### src/rtl/bram_ctrl.sv
// bram_ctrl: one-outstanding byte-addressed load/store front end for a word-wide block RAM.
// Partial-word stores become read-modify-write because the RAM has no byte enables.
module bram_ctrl #(
    parameter int DEPTH = 16384,
    parameter int AW    = 16
) (
    input  logic          clk,
    input  logic          rst,
    input  logic          req_valid,
    output logic          req_ready,
    input  logic          req_write,
    input  logic [AW+1:0] req_addr,
    input  logic [31:0]   req_wdata,
    input  logic [3:0]    req_be,
    output logic          resp_valid,
    output logic [31:0]   resp_rdata,
    output logic          resp_err,
    output logic          mem_rd_en,
    output logic          mem_wr_en,
    output logic [AW-1:0] mem_addr,
    output logic [31:0]   mem_wdata,
    input  logic [31:0]   mem_rdata
);

    // state    | meaning
    // IDLE     | waiting for a request, req_ready high
    // RD       | load read strobe on the RAM port
    // RD_WAIT  | RAM read data valid, captured into resp_rdata
    // WR       | full-word store write strobe
    // RMW_RD   | partial store, read of the old word
    // RMW_WAIT | old word valid, merged word registered into mem_wdata
    // RMW_WR   | partial store, write strobe of the merged word
    // RESP     | one-cycle response pulse
    typedef enum logic [2:0] {
        IDLE, RD, RD_WAIT, WR, RMW_RD, RMW_WAIT, RMW_WR, RESP
    } state_t;

    localparam logic [AW:0] DEPTH_W = (AW+1)'(DEPTH);

    state_t        state;
    state_t        state_nx;

    logic [AW-1:0] req_word;
    logic          req_oor;
    logic          req_fire;
    logic [31:0]   wdata_q;
    logic [3:0]    be_q;
    logic [31:0]   merged;

    logic          rd_en_d;
    logic          wr_en_d;
    logic          resp_valid_d;
    logic          resp_err_d;
    logic [31:0]   resp_rdata_d;
    logic [AW-1:0] mem_addr_d;
    logic [31:0]   mem_wdata_d;

    // Byte-lane bits of the address do not select anything on a word-wide RAM.
    logic          unused_addr_lsb;
    assign unused_addr_lsb = ^req_addr[1:0];

    assign req_word  = req_addr[AW+1:2];
    assign req_oor   = ({1'b0, req_word} >= DEPTH_W);
    assign req_ready = (state == IDLE) && !rst;
    assign req_fire  = req_valid && req_ready;

    always_ff @(posedge clk) begin
        if (rst) begin
            state <= IDLE;
        end else begin
            state <= state_nx;
        end
    end

    always_comb begin
        state_nx = state;
        case (state)
            IDLE: begin
                if (req_fire) begin
                    if (req_oor) begin
                        state_nx = RESP;
                    end else if (!req_write) begin
                        state_nx = RD;
                    end else if (req_be == 4'hF) begin
                        state_nx = WR;
                    end else if (req_be == 4'h0) begin
                        state_nx = RESP;
                    end else begin
                        state_nx = RMW_RD;
                    end
                end
            end
            RD:       state_nx = RD_WAIT;
            RD_WAIT:  state_nx = RESP;
            WR:       state_nx = RESP;
            RMW_RD:   state_nx = RMW_WAIT;
            RMW_WAIT: state_nx = RMW_WR;
            RMW_WR:   state_nx = RESP;
            RESP:     state_nx = IDLE;
            default:  state_nx = IDLE;
        endcase
    end

    always_comb begin
        merged = mem_rdata;
        for (int n = 0; n < 4; n++) begin
            if (be_q[n]) begin
                merged[8*n +: 8] = wdata_q[8*n +: 8];
            end
        end
    end

    // Outputs are decoded from the next state so the registered strobes line up with it.
    always_comb begin
        rd_en_d      = (state_nx == RD) || (state_nx == RMW_RD);
        wr_en_d      = (state_nx == WR) || (state_nx == RMW_WR);
        resp_valid_d = (state_nx == RESP);
        resp_err_d   = (state == IDLE) && req_fire && req_oor;
        resp_rdata_d = (state == RD_WAIT) ? mem_rdata : 32'h0;
        mem_addr_d   = mem_addr;
        mem_wdata_d  = mem_wdata;
        if ((state == IDLE) && (rd_en_d || wr_en_d)) begin
            mem_addr_d = req_word;
        end
        if (state_nx == WR) begin
            mem_wdata_d = req_wdata;
        end else if (state_nx == RMW_WR) begin
            mem_wdata_d = merged;
        end
    end

    always_ff @(posedge clk) begin
        if (rst) begin
            wdata_q <= 32'h0;
            be_q    <= 4'h0;
        end else if (req_fire) begin
            wdata_q <= req_wdata;
            be_q    <= req_be;
        end
    end

    always_ff @(posedge clk) begin
        if (rst) begin
            mem_rd_en  <= 1'b0;
            mem_wr_en  <= 1'b0;
            mem_addr   <= '0;
            mem_wdata  <= 32'h0;
            resp_valid <= 1'b0;
            resp_err   <= 1'b0;
            resp_rdata <= 32'h0;
        end else begin
            mem_rd_en  <= rd_en_d;
            mem_wr_en  <= wr_en_d;
            mem_addr   <= mem_addr_d;
            mem_wdata  <= mem_wdata_d;
            resp_valid <= resp_valid_d;
            resp_err   <= resp_err_d;
            resp_rdata <= resp_rdata_d;
        end
    end

endmodule

### config.mk
export PLATFORM = sky130hd
export DESIGN_NAME = bram_ctrl
export DESIGN_NICKNAME = d
export VERILOG_FILES = /design/src/rtl/bram_ctrl.sv
export SDC_FILE = /design/constraint.sdc
export NUM_CORES = 1
export LEC_CHECK = 0
export CAP_MARGIN = 30
export CORE_MARGIN = 5
export CORE_UTILIZATION = 42
export CTS_BUF_LIST = sky130_fd_sc_hd__clkbuf_8
export DETAILED_ROUTE_END_ITERATION = 12
export GPL_TIMING_DRIVEN = 0
export PLACE_DENSITY = 0.77
export SLEW_MARGIN = 30
export SYNTH_ARGS = -nofsm -noshare
export SYNTH_HDL_FRONTEND = slang
export SYNTH_SLANG_ARGS = --single-unit
### constraint.sdc
create_clock -name clk -period 1.8 [get_ports clk]
set_input_delay 0.27 -clock clk [delete_from_list [all_inputs] [get_ports clk]]
set_output_delay 0.27 -clock clk [all_outputs]
set_load 0.02 [all_outputs]
==> flow_summary.ini, run 1 <==
[status]
status = completed

[finish]
final_cells = 881
fillCellCount = 990
final_common_cell = clkdlybuf4s50_1
fin_nets = 819
layout-drive-gt1-share_pct = 11.8
layout_common_cells = 167 x clkdlybuf4s50_1, 120 x dfxtp_1, 73 x nand2_1, 36 x nand3_1, 34 x and2_1
postLayoutCoreUtil_pct = 63.3
syn2layout_area_growth_pct = 46.7
multi_input_area_um2 = 2300
fin_area_um2 = 7260
seq_area_um2 = 2470

[global_routing]
grt_pass1_wl_um = 24500
antenna_found_initial = 1
grt_pass1_vias = 4844
grt_max_degree = 17
grt_usage_pct = 21.5
grt-ovfl-total = 0

[logic_synthesis]
synth_top_family_by_area = simple AND/OR/NAND/NOR gates
syn-cell-area_um2 = 4950
synthArstFlopShare_pct = 0
synthDistinctLibCells = 40
synth-seq-area-share_pct = 49.7
yosys.area_share.simple_pct = 24.8
synth-seq-cells = 123
synth_compound_area_share_pct = 18.5
synth_top_area_cell = dfxtp_1
netlist_top_cells_area = dfxtp_1 50%, a211oi_2 7.3%, nand2_1 5.5%
postSynthCellCount = 537
syn_area_per_cell_um2 = 9.22
synth_nets = 627
synth_top_flop_cell = dfxtp_1
synth-xor-area-share_pct = 0
synthMuxAreaShare_pct = 2.83
synth_edf_count = 0
yosys.area.top_type_share_pct = 49.7
yosys_warnings = 0
synth_fa_ha_area_share_pct = 0

[floorplanning]
start_util_pct = 43.2
design.die.area_um2 = 14100
rows = 39
coreArea_um2 = 11500
die_w_um = 119
io_pins = 175
dieHeight_um = 119

[run]
maxCapViolCount = 0

[timing]
setup_ws_ns = 0.0569
slew_headroom_pct = 63.9
max_freq_ghz = 0.574
tns_ns = 0
finalHoldViolCount = 0
grt_setup_unrepaired = false
fin_skew_ns = 0.00780
hold_ws_ns = 0.122
setup_viol = 0
period_share_pct = 96.8
finalCriticalPeriod_ns = 1.74
slew_violations = 0
tightest_slew_ns = 0.542

[placed_design]
dpl.cell_count = 852
place_congestion = 0.779
post-place-ws_ns = -0.662
dpl_cell_area_um2 = 6850
hpwl_um = 10900
io_buffers = 172

[pwr]
fin_total_pwr_mw = 6.63
ir_drop_v = 0.000512
power_density_nw_per_um2 = 913
leakagePower_nw = 2.79

[worst_setup_path]
crit_cells = 1
start_kind = flop
endpoint_kind = primary output
required_ns = 1.53
arrival_ns = 1.47
path_cells = clkdlybuf4s50_1
critPathKind = flop to primary output
critical_path.max_stage_delay_ns = 0.66
cp_slowest_cell = clkdlybuf4s50_1
cp_num_buf_inv = 1
crit_family = buffers and inverters
cp_max_fo = 3
r2r_cells = 6

[drt]
drcViolationCount = 0
wirelength_um = 15000
viasPerCell = 5.31
drtIter0Drc = 214
first_pass_iters = 4
vias = 4677
wl_per_cell_um = 17.0
ant_nets = 0

[min_path]
whs_path_depth = 3
hold_class = primary input to flop

[clocking]
tritoncts = done
root_buffer = clkbuf_8
numCtsBuffers = 17
clock_sinks = 123
clk_latency_ns = 0.43
cts_max_level = 4
cts-hold-fix-buffers = 0
cts_buffer_depth = 2
path_clk_slew_ns = 0.07
[final cells by class]
| class | instances | share of cell area, % |
|---|---|---|
| flip-flops and latches | 123 | 34.0 |
| diodes | 1 | 0.0345 |
| multi-input cells | 370 | 31.6 |
| plain buffers | 41 | 3.08 |
| repair buffers | 174 | 24.0 |
| inverters | 2 | 0.103 |
| clock inverters | 6 | 0.706 |
| clock buffers | 21 | 3.98 |
| well taps | 143 | 2.46 |
[worst paths after layout]
path                 start       endpoint  slack [ns]
max          mem_wdata[31]  mem_wdata[31]        0.06
min              req_be[2]        be_q[2]        0.12
max reg2reg       state[2]  mem_wdata[12]        0.11
min reg2reg    wdata_q[31]    wdata_q[31]        0.46
[cells by family (layout without fill, tap and decap cells)]
kind of cell	Yosys count	after routing
buffers and inverters	44	244
multiplexers	14	14
flip-flops	123	123
AND/OR/NAND/NOR	243	243
other	0	1
AO/OA/AOI/OAI	113	113
[state kept, by name, summed over array words and instances (netlist names)]
signal	count
mem_addr	16
state	3
resp_valid	1
mem_wr_en	1
resp_err	1
wdata_q	32
resp_rdata	32
mem_rd_en	1
mem_wdata	32
be_q	4
[cell usage after synthesis (3+ instances only)]
cell type and instances:
nor3_1 31, o21ai_0 31, a21oi_1 6, nor3b_1 3
a211oi_1 33, clkbuf_1 31, a211oi_2 29, nor2_1 22
nand3_1 36, buf_2 5, nand2_1 73, buf_6 5
and2_1 34, nor2b_1 33, dfxtp_1 123, mux2i_1 14
[what timing repair did]
action                                  4_1_cts  5_1_grt
gates cloned                                  0        0
pin swaps                                     1        3
setup buffers                                 1        1
gates resized for setup                       9       25
endpoints found under the setup margin       74       99
[report_power, final]
part           internal (mW)  total (mW)  switching [mW]
Combinational          0.650        1.35           0.700
Clock                   1.18        2.17           0.993
Sequential              2.95        3.11           0.152
[per-layer routing]
| layer | wire length (um) | global-route usage (%) | share of wire [%] | vias up |
|---|---|---|---|---|
| met4 | 367 | 9.71 | 2.4 | 0 |
| met3 | 1290 | 8.02 | 8.6 | 29 |
| li1 | - | - | - | 2268 |
| met5 | 0 | 0 | 0 | - |
| met1 | 6090 | 25.0 | 41 | 2185 |
| met2 | 7240 | 35.3 | 48 | 195 |
No activity file was read; power rests on OpenSTA's default activity.
==> run 2, diff against run 1 <==
==> constraint.sdc (replaced) <==
create_clock -name clk -period 1.8 [get_ports clk]
set_input_delay 0.27 -clock clk [delete_from_list [all_inputs] [get_ports clk]]
set_output_delay 0.27 -clock clk [all_outputs]
set_load 0.01 [all_outputs]
==> run 2 against run 1 <==
  * Sequential power barely moved
  * Worst setup slack improved by 0.040 ns
  * Critical path depth rose by 5
  * Final area barely moved
  * Final cell count rose by 0.11%
  * First-iteration DRC count fell by 2.8%
  * Utilization barely moved
==> flow_summary.ini, run 2 (synthesis results as in run 1) <==
[status]
status = completed

[drt]
viasPerCell = 5.30
drcViolationCount = 0
wirelength_um = 15000
ant_nets = 0
drtIter0Drc = 208
first_pass_iters = 7
vias = 4677
wl_per_cell_um = 17.0

[pwr]
swShare_pct = 26.7
seqPwrFrac_pct = 47.7
ir_drop_v = 0.000508
switchingPower_mw = 1.74
leakagePower_nw = 2.79
power_density_nw_per_um2 = 897
pwr-share-clk_pct = 33.2
fin_total_pwr_mw = 6.52
internal_power_mw = 4.78
comb_power_share_pct = 19.2

[finish]
layout_common_cells = 167 x clkdlybuf4s50_1, 120 x dfxtp_1, 73 x nand2_1, 36 x nand3_1, 34 x and2_1
fillCellCount = 987
fin_area_um2 = 7270
syn2layout_area_growth_pct = 46.7
fin_nets = 820
multi_input_area_um2 = 2300
postLayoutCoreUtil_pct = 63.4
layout-drive-gt1-share_pct = 11.9
final_common_cell = clkdlybuf4s50_1
top_regs = mem_wdata (32), resp_rdata (32), wdata_q (32)
seq_area_um2 = 2470

[timing]
period_share_pct = 94.6
slew_violations = 0
setup_viol = 0
tightest_slew_ns = 0.537
fin_skew_ns = 0.00718
tns_ns = 0
hold_ws_ns = 0.124
finalCriticalPeriod_ns = 1.70
slew_headroom_pct = 64.2
max_freq_ghz = 0.587
finalHoldViolCount = 0

[placed_design]
dpl_cell_area_um2 = 6850
hpwl_um = 10900
io_buffers = 172
place_congestion = 0.779

[global_routing]
grt_usage_pct = 21.5
grt-ovfl-total = 0
antenna_found_initial = 1
grt_pass1_vias = 4853
grt_max_degree = 17
grt_pass1_wl_um = 24500

[clocking]
numCtsBuffers = 17
tritoncts = done
clock_sinks = 123
cts_max_level = 4
clk_latency_ns = 0.43
path_clk_slew_ns = 0.07
root_buffer = clkbuf_8
cts-hold-fix-buffers = 0
cts_buffer_depth = 2

[worst_setup_path]
start_kind = flop
arrival_ns = 2.08
crit_top_cell = nand2_1
cp_max_fo = 10
crit_family = simple AND/OR/NAND/NOR gates
critical_path.max_stage_delay_ns = 0.40
cp_slowest_cell = nor4_4
critPathKind = flop to flop
endpoint_kind = flop
cp_num_buf_inv = 2
required_ns = 2.17
path_cells = nor4_4, and2_1, clkbuf_4, buf_2, nand2_1, nand2_1

[floorplanning]
design.die.area_um2 = 14100
rows = 39
io_pins = 175
start_util_pct = 43.2
dieHeight_um = 119
die_w_um = 119
coreArea_um2 = 11500

[run]
maxCapViolCount = 0

[min_path]
hold_class = primary input to flop
run 2: final cells by class:
class,count,share of cell area [%]
flip-flops and latches,123,33.9
multi-input cells,370,31.6
clock inverters,6,0.706
plain buffers,41,3.08
clock buffers,21,3.98
diodes,1,0.0344
repair buffers,175,24.1
inverters,2,0.103
well taps,143,2.46
run 2: path summary, 6_finish.rpt:
check	from	endpoint	slack (ns)	cells after the start
max	state[2]	wdata_q[19]	0.1	6
min	req_be[2]	be_q[2]	0.12	3
max reg2reg	state[2]	wdata_q[19]	0.1	6
min reg2reg	wdata_q[23]	wdata_q[23]	0.46	2
run 2: metrics by stage:
step	setup WS, ns	std cells
after floorplan	0.0904	537
after global placement	-0.605	852
after detailed placement	-0.662	852
after CTS	0.00365	880
after global routing	-0.00731	882
final	0.0967	882
run 2: repair_timing:
item	in CTS	in global routing
endpoints found under the setup margin	74	97
pin swaps	0	4
buffers inserted	1	2
gates resized for setup	14	21
run 2: worst min-delay path, stage by stage:
cell            delay, ns
dlymetal6s2s_1       0.13
nand2_1              0.08
nand2_1              0.05
run 2: per-layer routing:
layer / up-vias / track usage, % / routed length, um
met5: - / 0 / 0
li1: 2268 / - / -
met3: 30 / 8.02 / 1250
met4: 0 / 9.71 / 374
met1: 2196 / 25.0 / 6130
met2: 183 / 35.4 / 7260
run 2: power groups by stage:
stage | Combinational, mW | Sequential [mW] | Clock (mW)
final | 1.25 | 3.11 | 2.16
after detailed placement | 1.24 | 3.16 | 0
after global placement | 1.22 | 3.14 | 0
after global routing | 1.36 | 3.13 | 2.34
after CTS | 1.25 | 3.10 | 2.21
after floorplan | 0.549 | 3.18 | 0
==> run 3, diff against run 2 <==
--- a/config.mk
+++ b/config.mk
@@ -5,6 +5,7 @@
 export SDC_FILE = /design/constraint.sdc
 export NUM_CORES = 1
 export LEC_CHECK = 0
+export ABC_AREA = 0
 export CAP_MARGIN = 30
 export CORE_MARGIN = 5
 export CORE_UTILIZATION = 42
==> results of run 3 <==
Same layout as run 2: the final DEF is identical, and so are final timing and power.
